--- src/rtl/output_arbiter_pkg.sv ---
// Shared constants for the mesh router output arbiter: route codes, input
// port indices and the two-state push FSM encoding.
package output_arbiter_pkg;

   localparam logic [2:0] ROUTE_L    = 3'b000;
   localparam logic [2:0] ROUTE_E    = 3'b001;
   localparam logic [2:0] ROUTE_W    = 3'b010;
   localparam logic [2:0] ROUTE_N    = 3'b011;
   localparam logic [2:0] ROUTE_S    = 3'b100;
   localparam logic [2:0] ROUTE_NONE = 3'b111;

   typedef enum logic [2:0] {
      PORT_L = 3'd0,
      PORT_E = 3'd1,
      PORT_W = 3'd2,
      PORT_N = 3'd3,
      PORT_S = 3'd4
   } port_idx_e;

   localparam logic [0:0] ST_IDLE = 1'b0;
   localparam logic [0:0] ST_PUSH = 1'b1;

endpackage

--- src/rtl/output_arbiter_if.sv ---
// Bundle between the input-side controllers, one output arbiter and the
// downstream FIFO/link it feeds.
interface output_arbiter_if #(
   parameter int DATA_WIDTH = 8,
   parameter int N_REGISTER = 3,
   parameter int N_PORT     = 5
);

   logic [N_PORT*N_REGISTER-1:0] route_in;
   logic [N_PORT*DATA_WIDTH-1:0] data_in;
   logic                         full;
   logic [N_PORT-1:0]            grant;
   logic [DATA_WIDTH-1:0]        data_out;
   logic                         write;

   modport master (
      output route_in, data_in, full,
      input  grant, data_out, write
   );

   modport slave (
      input  route_in, data_in, full,
      output grant, data_out, write
   );

endinterface

--- src/rtl/output_arbiter_rr_pick.sv ---
// Combinational round-robin picker: first set request at or after ptr,
// wrapping modulo N_PORT.
module output_arbiter_rr_pick #(
   parameter int N_PORT = 5,
   parameter int PTR_W  = $clog2(N_PORT)
) (
   input  logic [N_PORT-1:0] req,
   input  logic [PTR_W-1:0]  ptr,
   output logic [PTR_W-1:0]  winner,
   output logic              any
);

   localparam logic [PTR_W:0] N_PORT_W = (PTR_W+1)'(N_PORT);

   logic [PTR_W:0] idx_s;

   // Scan offsets from farthest to nearest so the nearest request wins last.
   always_comb begin
      winner = '0;
      any    = 1'b0;
      idx_s  = '0;
      for (int off = N_PORT - 1; off >= 0; off--) begin
         idx_s  = {1'b0, ptr} + (PTR_W+1)'(off);
         idx_s  = (idx_s >= N_PORT_W) ? (idx_s - N_PORT_W) : idx_s;
         winner = req[idx_s[PTR_W-1:0]] ? idx_s[PTR_W-1:0] : winner;
         any    = any | req[idx_s[PTR_W-1:0]];
      end
   end

endmodule

--- src/rtl/output_arbiter.sv ---
// Per-output-port arbiter of the XY mesh router: round-robin selects inputs
// routed to PORT_ID, holds one flit and pushes it downstream on !full.
module output_arbiter
   import output_arbiter_pkg::*;
#(
   parameter int                    DATA_WIDTH = 8,
   parameter int                    N_REGISTER = 3,
   parameter int                    N_PORT     = 5,
   parameter logic [N_REGISTER-1:0] PORT_ID    = N_REGISTER'(ROUTE_L)
) (
   input  logic            clk,
   input  logic            rst,
   output_arbiter_if.slave bus
);

   localparam int               PTR_W     = $clog2(N_PORT);
   localparam logic [PTR_W-1:0] LAST_PORT = PTR_W'(N_PORT - 1);

   logic [0:0]            state_r;
   logic [PTR_W-1:0]      rr_ptr_r;
   logic [DATA_WIDTH-1:0] hold_r;
   logic [N_PORT-1:0]     grant_r;

   logic [N_PORT-1:0]     req_s;
   logic [PTR_W-1:0]      winner_s;
   logic                  any_s;
   logic                  capture_s;
   logic [DATA_WIDTH-1:0] win_data_s;

   // Request decode: only an exact match on this port's route code counts.
   always_comb begin
      req_s = '0;
      for (int i = 0; i < N_PORT; i++) begin
         req_s[i] = (bus.route_in[i*N_REGISTER +: N_REGISTER] == PORT_ID);
      end
   end

   output_arbiter_rr_pick #(
      .N_PORT (N_PORT),
      .PTR_W  (PTR_W)
   ) u_rr_pick (
      .req    (req_s),
      .ptr    (rr_ptr_r),
      .winner (winner_s),
      .any    (any_s)
   );

   // Flit mux for the selected input.
   always_comb begin
      win_data_s = '0;
      for (int i = 0; i < N_PORT; i++) begin
         win_data_s = (winner_s == PTR_W'(i)) ? bus.data_in[i*DATA_WIDTH +: DATA_WIDTH] : win_data_s;
      end
   end

   // Hold register is free when empty or being drained this cycle.
   assign capture_s    = any_s && ((state_r == ST_IDLE) || !bus.full);
   assign bus.write    = (state_r == ST_PUSH) && !bus.full;
   assign bus.data_out = hold_r;
   assign bus.grant    = grant_r;

   // FSM, hold register, round-robin pointer and single-cycle grant pulse.
   always_ff @(posedge clk or posedge rst) begin
      if (rst) begin
         state_r  <= ST_IDLE;
         rr_ptr_r <= '0;
         hold_r   <= '0;
         grant_r  <= '0;
      end else if (capture_s) begin
         state_r  <= ST_PUSH;
         hold_r   <= win_data_s;
         grant_r  <= N_PORT'(1) << winner_s;
         rr_ptr_r <= (winner_s == LAST_PORT) ? '0 : (winner_s + PTR_W'(1));
      end else if (bus.write) begin
         state_r  <= ST_IDLE;
         grant_r  <= '0;
      end else begin
         grant_r  <= '0;
      end
   end

endmodule

--- src/flat_wrapper.sv ---
// flat-port wrapper written by rule: the top's interface ports become plain ports
module output_arbiter_flat import output_arbiter_pkg::*;
#(
   parameter int                    DATA_WIDTH = 8,
   parameter int                    N_REGISTER = 3,
   parameter int                    N_PORT     = 5,
   parameter logic [N_REGISTER-1:0] PORT_ID    = N_REGISTER'(ROUTE_L)
)
  (clk, rst, bus_route_in, bus_data_in, bus_full, bus_grant, bus_data_out, bus_write);
  output_arbiter_if #(.DATA_WIDTH(DATA_WIDTH), .N_REGISTER(N_REGISTER), .N_PORT(N_PORT)) bus_i ();
  input  logic clk;
  input  logic rst;
  input wire logic [$bits(bus_i.route_in)-1:0] bus_route_in;
  input wire logic [$bits(bus_i.data_in)-1:0] bus_data_in;
  input wire logic [$bits(bus_i.full)-1:0] bus_full;
  output wire logic [$bits(bus_i.grant)-1:0] bus_grant;
  output wire logic [$bits(bus_i.data_out)-1:0] bus_data_out;
  output wire logic [$bits(bus_i.write)-1:0] bus_write;
  assign bus_i.route_in = bus_route_in;
  assign bus_i.data_in = bus_data_in;
  assign bus_i.full = bus_full;
  assign bus_grant = bus_i.grant;
  assign bus_data_out = bus_i.data_out;
  assign bus_write = bus_i.write;
  output_arbiter #(.DATA_WIDTH(DATA_WIDTH), .N_REGISTER(N_REGISTER), .N_PORT(N_PORT), .PORT_ID(PORT_ID)) u_core (.clk(clk), .rst(rst), .bus(bus_i));
endmodule
--- config.mk ---
export PLATFORM = sky130hd
export DESIGN_NAME = output_arbiter_flat
export DESIGN_NICKNAME = d
export VERILOG_FILES = /design/src/rtl/output_arbiter_pkg.sv /design/src/rtl/output_arbiter_if.sv /design/src/rtl/output_arbiter_rr_pick.sv /design/src/rtl/output_arbiter.sv /design/src/flat_wrapper.sv
export SDC_FILE = /design/constraint.sdc
export NUM_CORES = 1
export LEC_CHECK = 0
export ABC_AREA = 1
export BUFFER_PORTS_ARGS = -buffer_cell sky130_fd_sc_hd__buf_2
export CAP_MARGIN = 40
export CORE_ASPECT_RATIO = 0.5
export CORE_MARGIN = 4
export CORE_UTILIZATION = 50
export CTS_BUF_LIST = sky130_fd_sc_hd__clkbuf_16
export DETAILED_ROUTE_END_ITERATION = 6
export PLACE_DENSITY = 0.81
export SETUP_SLACK_MARGIN = 0.4
export SYNTH_ARGS = -nofsm -noshare
export SYNTH_HDL_FRONTEND = slang
export SYNTH_SLANG_ARGS = --single-unit
--- constraint.sdc ---
create_clock -name clk -period 5.2 [get_ports clk]
set_clock_uncertainty 0.1 [all_clocks]
set_input_delay 0.78 -clock clk [delete_from_list [all_inputs] [get_ports clk]]
set_output_delay 0.78 -clock clk [all_outputs]
set_load 0.02 [all_outputs]
==> results.md, run 1 <==
* Status: finished clean
* ANT nets after route at 0
* Detail Placement HPWL at 4850 um
* Final hold vios at 0
* Filler Cell Count at 365
* Postcts setup bufs at 0
* First-pass GRT wire length at 9900 um
* ANT cells at 0
* Fin cells at 504
* Multi-input gate area at 0.00142 mm2
* Slew @ Worst Pin at 666 ps
* Clk slew on worst S/H paths at 50 ps
* CTS Buffer Depth at 2
* GR met1 Demand/Resource at 28.0%
* Number of enable flip-flop cells after synthesis at 0
* Overflow after GRT at 0
* Nets at 523
* Io pins at 72
* Detailed Route WL at 6010 um
* RSZ-0062 raised after global routing: no
* Min-Delay Path Class: register to register
* Post-DR wirelength/cell at 11.9 um
* Final setup TNS at 0 ps
* Flip-flop and latch area at 425 um2
* CTS tree: built
* Area contributors post-synth: nand2_1 28%, dfrtp_1 20%, inv_1 9.4%
* Min cycle time layout at 4260 ps
* Mapped Area at 0.00213 mm2
* First drt pass iteration count at 4
* Cts hold-fix bufs at 0
* Starting Density at 53.1%
* Vias in the first global route at 2357
* FMAX at 0.235 GHz
* Sequential fraction of the synthesis area at 20.0%
* Die Y at 54.1 um
* CP Launch Type: register
* Largest net degree at the start of global routing at 18
* Number of DRC markers in iteration 0 at 108
* Port Buffer Count at 71
* Met2 usage at 40.7%
* Synth Instances at 379
* Yosys cell types at 33
* Core Region at 0.00400 mm2
* Via count at 2570
* Area growth from synthesis to final layout at 22.6%
* H-tree Lvls at 1
* Syn_nets at 451
* Chip width at 100 um
* Synth warn at 0
* Yosys reg bits at 17
* CTS sink cnt at 17
* Final Setup Violations at 0
* Max FO, Critical Path at 13
* Maxcap violations at 0
* Clock Tree Root: clkbuf_16
* Period Utilization, post-route at 81.9%
* Row cnt at 16
* Share of layout cells above drive strength 1 at 22.0%
* CP required at 5240 ps
* Syn_area_per_cell at 5.61 um2
* Synth area leader: nand2_1
* GR Util All Layers at 22.1%
* Most Crowded Layer GR: met2
* Clock Latency Late Sink at 240 ps
* Finished Cell Area at 0.00261 mm2
* Worst slew margin at 55.6%
* Async set or reset register ratio after synthesis at 100%
* Most used DFF post-synth: dfrtp_1
* TritonCTS buffer count at 3
* Synth top area share at 28.4%
* Final Max Tran Viols at 0
* CP Class: register to register
* Antenna violations before repair at 0
* Die area at 0.00542 mm2
* Critical Path AT at 4300 ps
* Routability Congestion at 0.992
* Met3 usage at 2.20%
* Crit end category: register
* Post-CTS resize count at 0
* Placed inst area at 0.00253 mm2
* Inst Count DP at 500
* DRC at 0
* Vias per cell at 5.10
==> final timing paths <==
check	start	to	slack, ps	cells after the start
min reg2reg	u_core.state_r	u_core.state_r	460	2
max	u_core.rr_ptr_r[0]	u_core.bus.data_out[4]	940	25
min	u_core.state_r	u_core.state_r	460	2
min in group asynchronous	rst	u_core.bus.grant[4]	520	2
max in group asynchronous	rst	u_core.rr_ptr_r[2]	4050	2
max reg2reg	u_core.rr_ptr_r[0]	u_core.bus.data_out[4]	940	25
==> sequential cells by signal (all words and copies together), names as in the netlist <==
name,count
u_core.state_r,1
u_core.rr_ptr_r,3
u_core.bus.grant,5
u_core.bus.data_out,8
==> per-stage QoR <==
| stage | hold WS, ps | worst slack, ps | utilization [%] |
|---|---|---|---|
| final | 462 | 944 | 65.1 |
| after global routing | 503 | 561 | 65.1 |
| after floorplan | 417 | 1630 | - |
| after global placement | 433 | 1120 | 63.1 |
| after detailed placement | 439 | 1040 | 63.1 |
| after CTS | 469 | 1010 | 65.1 |
==> cells by family (layout without fill, tap and decap cells) <==
| kind of cell | Yosys count | after routing | share of synthesized area [%] |
|---|---|---|---|
| flops | 17 | 17 | 20.0 |
| fa+ha+maj | 14 | 14 | 8.59 |
| simple gates | 246 | 246 | 49.4 |
| compound gates | 30 | 30 | 9.00 |
| buf+inv | 72 | 143 | 13.1 |
==> synthesized netlist by cell type, types with 3 or more instances <==
| library cell | number |
|---|---|
| dfrtp_1 | 17 |
| inv_1 | 53 |
| inv_2 | 7 |
| a21oi_1 | 4 |
| nor2_1 | 30 |
| nand3_2 | 3 |
| clkinv_1 | 8 |
| nand2_1 | 161 |
| o21ai_1 | 4 |
| o21ai_0 | 11 |
| ha_1 | 13 |
| nor3_1 | 5 |
| nand4_1 | 7 |
| nand2_2 | 6 |
| nand3_1 | 30 |
==> worst max-delay path, stage by stage, from the launching register on <==
cell and delay [ps]:
dfrtp_1 550, inv_2 240, ha_1 170, inv_1 50, fa_1 350, inv_1 110
nand2_1 100, nand2_1 70, nand2_1 120, inv_1 120, nand2_1 60, nand3_1 60
nand2_1 90, a21boi_1 280, o211ai_1 170, o2111ai_1 110, nand2_1 70, o21ai_0 160
ha_1 420, inv_1 130, nand4_1 220, o21ai_0 140, nand2_1 70, nand2_1 70
nand2_1 60, nand2_1 40
==> cell type report <==
class,instances,share of cell area [%]
clock buffer,3,2.88
clock inverter,1,0.192
inverter,68,9.79
multi-input combinational,290,54.6
sequential,17,16.3
tap,54,2.59
timing repair buffer,71,13.6
==> cells in the final DEF, fill, tap and decap left out, types with 2 or more instances in the layout <==
master / synthesis / routed
clkinv_1: 8 / 8
clkbuf_16: 0 / 3
nand4_1: 7 / 7
nand2_2: 6 / 6
o21ai_1: 4 / 4
buf_2: 0 / 71
nor2_1: 30 / 30
nand3_2: 3 / 3
nor3_1: 5 / 5
nand2_1: 161 / 161
inv_2: 7 / 7
dfrtp_1: 17 / 17
ha_1: 13 / 13
a21oi_1: 4 / 4
inv_1: 53 / 53
o21ai_0: 11 / 11
o211ai_1: 2 / 2
nand3_1: 30 / 30
==> routing by layer <==
| layer | routed length, um | part of all wire (%) |
|---|---|---|
| met3 | 519 | 8.6 |
| met4 | 118 | 2.0 |
| met5 | 0 | 0 |
| met1 | 2640 | 44 |
| met2 | 2720 | 45 |
Power of run 1 is not shown: default switching activity piles up to over one toggle a cycle in this logic, so the estimate is an artifact.
==> run 2: changes to the inputs <==
ABC_AREA = 0   (was 1)
CORE_UTILIZATION = 47   (was 50)
PLACE_DENSITY = 0.8   (was 0.81)
clock period = 3.9 ns   (was 5.2 ns; I/O delays follow)
==> results.md, run 2 <==
* Number of enable flip-flop cells after synthesis at 0
* Final Max Tran Viols at 0
* CTS sink cnt at 17
* Largest net degree at the start of global routing at 28
* Largest register FFs at 8
* Maxcap violations at 0
* First drt pass iteration count at 7
* Worst slew margin at 57.2%
* CTS Buffer Depth at 2
* Synth top area share at 18.8%
* GR Util All Layers at 28.9%
* First-pass GRT wire length at 14100 um
* CTS tree: built
* Worst vdd ir at 610 uV
* Final Setup Violations at 8
* Post-route setup slack at -223 ps
* Most common cell after layout, fill and taps aside: buf_2
* H-tree Lvls at 1
* WHS at 311 ps
* Routability Congestion at 0.913
* Port Buffer Count at 71
* DRC at 2
* Most used DFF post-synth: dfrtp_1
* Placed inst area at 0.00312 mm2
* Row cnt at 17
* Failing checks: DRC, setup timing
* Clock Latency Late Sink at 250 ps
* Async set or reset register ratio after synthesis at 100%
* Max FO, Critical Path at 10
* Clk slew on worst S/H paths at 50 ps
* WP buf/inv at 3
* Antenna violations before repair at 0
* Critical Path AT at 4160 ps
* Chip width at 106 um
* Mapped Area at 0.00226 mm2
* Syn_area_per_cell at 7.40 um2
* Synth area leader: dfrtp_1
* Simple logic cell fraction of the synthesized area at 31.0%
* RSZ-0062 raised after global routing: yes
* Min-Delay Path Class: primary input to async pin
* Largest family of logic cells by synthesized area: compound AO/OA/AOI/OAI gates
* Area contributors post-synth: dfrtp_1 19%, ha_1 7.2%, a21oi_1 6.4%
* Via count at 3090
* Finished Cell Area at 0.00369 mm2
* Yosys cell types at 59
* Period Utilization, post-route at 106%
* Slew @ Worst Pin at 642 ps
* ANT cells at 0
* Final hold vios at 0
* Clock Tree Root: clkbuf_16
* Vias in the first global route at 2978
* Final Util at 81.9%
* Synth Instances at 305
* Post-DR wirelength/cell at 18.8 um
* Pwr dens at 1200 mW/mm2
* Syn_nets at 377
* Io pins at 72
* Mux cell area share after synthesis at 3.22%
* Most common cell in the netlist: nor2_1
* Static Leak at 1.62 nW
* Starting Density at 50.1%
* Sequential fraction of the synthesis area at 18.8%
* CP Launch Type: register
* TritonCTS buffer count at 3
* Share of layout cells above drive strength 1 at 52.9%
* Fin cells at 497
* Commonest non-fill, non-tap cells in the layout: 71 x buf_2, 64 x buf_4, 27 x nor2_1
* CP delay by family, top: compound AO/OA/AOI/OAI gates
* CP max-delay cell: a2111oi_0
* Detail Placement HPWL at 6260 um
* Yosys reg bits at 17
* Synth cell count leaders: 38 x nor2_1, 29 x a21oi_1, 28 x nand2_1
* CP Class: register to register
* Overflow after GRT at 0
* Inst Count DP at 477
* Vias per cell at 6.22
* CP required at 3940 ps
* Detailed Route WL at 9320 um
* Crit end category: register
* Number of DRC markers in iteration 0 at 224
* Min cycle time layout at 4120 ps
* Nets at 504
* Synth Area in Compound Gates at 31.5%
* Slowest stage delay, CP at 540 ps
* FMAX at 0.243 GHz
* Die Y at 57 um
* Core Region at 0.00451 mm2
* Area growth from synthesis to final layout at 63.6%
* Status: finished, violations left
* Post-synthesis adder-cell area fraction at 8.09%
* Die area at 0.00604 mm2
* Tot Pwr at 4.44 mW
* Critical path, cell by cell: inv_4 > buf_6 > ha_4 > a2111oi_0 > or4b_4 > nor2_4 > a2111o_1 > a21oi_2 > o211ai_1 > nand2_1 > ha_4 > buf_6 > nor2_4 > a21oi_2 > nor2_1 > a21oi_1 > nor2_1 > a221oi_2 > o31ai_1
* XOR/XNOR share of the synthesized area at 1.55%
* ANT nets after route at 0
* Synth warn at 0
==> run 2: changes by cell type after synthesis, sizes merged, moves of 11 or more <==
cell / change
nand3: -30
nor2b: +17
nand2: -140
inv: -52
a21oi: +24
a221oi: +11
clkbuf: +14
o31ai: +11
==> run 2: path summary, 6_finish.rpt <==
| kind | startpoint | slack [ps] | end | cells after the start |
|---|---|---|---|---|
| min in group clk | u_core.bus.data_out[4] | 380 | u_core.bus.data_out[4] | 2 |
| max | u_core.rr_ptr_r[0] | -220 | u_core.bus.data_out[6] | 19 |
| min | rst | 310 | u_core.state_r | 2 |
| max in group asynchronous | rst | 2940 | u_core.rr_ptr_r[0] | 2 |
| min reg2reg | u_core.bus.data_out[4] | 380 | u_core.bus.data_out[4] | 2 |
| max reg2reg | u_core.rr_ptr_r[0] | -220 | u_core.bus.data_out[6] | 19 |
==> run 2: cell families (layout without fill, tap and decap cells) <==
group,count (synthesis),after routing
AND/OR/NAND/NOR,138,138
flip-flops,17,17
buffers and inverters,30,156
adder cells (fa/ha/maj),14,14
multiplexers,6,6
XOR/XNOR,4,4
AO/OA/AOI/OAI,96,96
==> run 2: worst reg2reg max path: cells and delay by family, from the launching register on <==
family,cells,cell delay [ps]
fa+ha+maj,2,460
flops,1,460
compound gates,8,1880
simple gates,6,700
buf+inv,3,400
==> run 2: through the flow <==
step	setup slack (ps)	setup TNS (ps)
6_report	-223	-1270
4_1_cts	-9.13	-9.13
3_3_place_gp	-135	-744
5_1_grt	-363	-2290
2_1_floorplan	-1.16	-1.16
3_5_place_dp	-286	-1360
==> run 2: timing repair <==
item,in CTS,in global routing
endpoints found under the setup margin,13,15
gates resized for setup,41,45
cloned,0,0
pin swaps,17,30
hold buffers,0,0
setup buffers,11,5
==> run 2: cell type report <==
| class | count | area [um2] |
|---|---|---|
| Multi-Input combinational cell | 258 | 2110 |
| Timing Repair Buffer | 143 | 947 |
| Fill cell | 296 | 816 |
| Sequential cell | 17 | 428 |
| Tap cell | 66 | 82.6 |
| Clock buffer | 3 | 75.1 |
| Inverter | 9 | 45.0 |
| Clock inverter | 1 | 7.51 |
==> run 2: layer usage <==
metal / wire, um / global-route usage (%) / vias up
li1: - / - / 1389
met1: 3590 / 34.0 / 1459
met2: 4610 / 54.3 / 195
met3: 765 / 3.50 / 47
met4: 352 / 12.2 / 0
met5: 0 / 0 / -
==> run 2: power breakdown <==
part           leakage (nW)  switching, mW  internal, mW
Combinational          1.37           2.10          1.82
Clock                0.0371         0.0752         0.139
Sequential            0.218         0.0489         0.254
Total                  1.62           2.23          2.21
(Power assumes the default switching activity.)
==> run 3: changes to the inputs <==
CORE_UTILIZATION = 40   (was 47)
PLACE_DENSITY = 0.7   (was 0.8)
RECOVER_POWER = 100   (was not set)
==> results.md, run 3 (synthesis results as in run 2) <==
* Most common cell after layout, fill and taps aside: buf_4
* CTS sink cnt at 17
* H-tree Lvls at 1
* Share of layout cells above drive strength 1 at 45.3%
* CP Launch Type: register
* CTS tree: built
* Finished Cell Area at 0.00354 mm2
* Inst Count DP at 478
* Pre-CTS setup slack at -175 ps
* Crit end category: register
* Io pins at 72
* Post-DR wirelength/cell at 16.6 um
* GR Util All Layers at 22.5%
* CTS Buffer Depth at 2
* Slew @ Worst Pin at 649 ps
* Area growth from synthesis to final layout at 57.0%
* Worst vdd ir at 579 uV
* Number of DRC markers in iteration 0 at 182
* Die area at 0.00698 mm2
* Multi-input gate area at 0.00201 mm2
* Clock Latency Late Sink at 240 ps
* First-pass GRT wire length at 12700 um
* Filler Cell Count at 429
* CP max-delay cell: dfrtp_2
* ANT cells at 0
* First drt pass iteration count at 4
* Placed inst area at 0.00310 mm2
* Vias in the first global route at 2771
* FMAX at 0.251 GHz
* Overflow after GRT at 0
* Routability Congestion at 0.921
* Critical path, cell by cell: inv_4 > ha_4 > inv_2 > fa_2 > a21o_4 > a221oi_4 > o311ai_2 > and2_4 > a221oi_2 > buf_4 > o21bai_4 > a31o_4 > ha_4 > buf_12 > nor2_1 > a21oi_2 > nor2_1 > a21oi_2 > nor2_2 > a221oi_2 > o31ai_1
* Final Setup Violations at 8
* Detail Placement HPWL at 6130 um
* Row cnt at 18
* Nets at 499
* Min cycle time layout at 3980 ps
* Final hold vios at 0
* Clock Tree Root: clkbuf_16
* Cts hold-fix bufs at 0
* Antenna violations before repair at 0
* Commonest non-fill, non-tap cells in the layout: 60 x buf_4, 57 x buf_2, 31 x nor2_1
* TritonCTS buffer count at 3
* Vias per cell at 5.71
* Chip width at 114 um
* Clk slew on worst S/H paths at 50 ps
* Pwr dens at 1140 mW/mm2
* Static Leak at 1.54 nW
* CP Class: register to register
* Maxcap violations at 0
* Flip-flop and latch area at 428 um2
* Largest register FFs at 8
* Max FO, Critical Path at 7
* Failing checks: setup timing
* CP required at 3940 ps
* Detailed Route WL at 8250 um
* Die Y at 61.1 um
* Slowest stage delay, CP at 450 ps
* Critical Path AT at 4030 ps
* Tot Pwr at 4.04 mW
* WHS at 322 ps
* Largest net degree at the start of global routing at 27
* DRC at 0
* RSZ-0062 raised after global routing: yes
* ANT nets after route at 0
* Core Region at 0.00518 mm2
* Worst slew margin at 56.7%
* Post-route setup slack at -83.5 ps
* Status: finished, violations left
* Period Utilization, post-route at 102%
* Min-Delay Path Class: primary input to async pin
* Final Max Tran Viols at 0
* Via count at 2830
* Starting Density at 43.6%
* Fin cells at 496
* Port Buffer Count at 71
-- run 3: cell types whose count changed in the layout (fill, tap and decap cells not counted), moves of 3 or more --
cell	delta
ha_2	-3
clkbuf_1	+14
nor2_1	+4
buf_4	-4
nand2_2	-4
nor2_4	-4
nand2_1	+4
buf_2	-14
ha_1	+4
-- run 3: path summary, 6_finish.rpt --
path	from	to	slack, ps	cells past startpoint
worst max-delay path	u_core.rr_ptr_r[0]	u_core.bus.data_out[5]	-80	21
worst min-delay path	rst	u_core.bus.data_out[2]	320	2
worst max register to register	u_core.rr_ptr_r[0]	u_core.bus.data_out[5]	-80	21
worst min register to register	u_core.bus.data_out[5]	u_core.bus.data_out[5]	370	2
max in group asynchronous	rst	u_core.rr_ptr_r[0]	2920	2
min in group clk	u_core.bus.data_out[5]	u_core.bus.data_out[5]	370	2
-- run 3: worst max-delay path, delay by kind of cell (launching register included) --
kind / cells / cell delay, ps
DFF: 1 / 450
and+or+nand+nor: 4 / 590
AOI/OAI and AO/OA: 10 / 1550
buffers and inverters: 4 / 440
adders and majority gates: 3 / 740
-- run 3: timing repair --
item	4_1_cts	5_1_grt
pin swaps	20	12
setup endpoints to repair	13	13
gates resized for setup	34	24
setup buffers	9	5
-- run 3: through the flow --
stage / setup TNS [ps] / utilization (%)
4_1_cts: -3.90 / 66.0
6_report: -470 / 68.4
3_3_place_gp: -268 / 59.9
5_1_grt: -1950 / 68.4
2_1_floorplan: -1.16 / -
3_5_place_dp: -1140 / 59.9
-- run 3: area by class of cell --
type	instances	area share, %
Multi-Input combinational cell	258	56.8
Timing Repair Buffer	138	25.3
Clock buffer	3	2.12
Inverter	9	1.09
Clock inverter	1	0.106
Sequential cell	17	12.1
Tap cell	70	2.47
-- run 3: metal layers --
| metal | up-vias | track usage, % | share of wire (%) |
|---|---|---|---|
| li1 | 1384 | - | - |
| met2 | 96 | 42.3 | 50 |
| met3 | 17 | 2.16 | 5.4 |
| met5 | - | 0 | 0 |
| met4 | 0 | 8.12 | 2.0 |
| met1 | 1333 | 27.9 | 42 |
-- run 3: report_power, final --
part	internal, mW	switching (mW)	total, mW
Combinational	1.70	1.84	3.53
Sequential	0.254	0.0502	0.304
Clock	0.136	0.0631	0.199
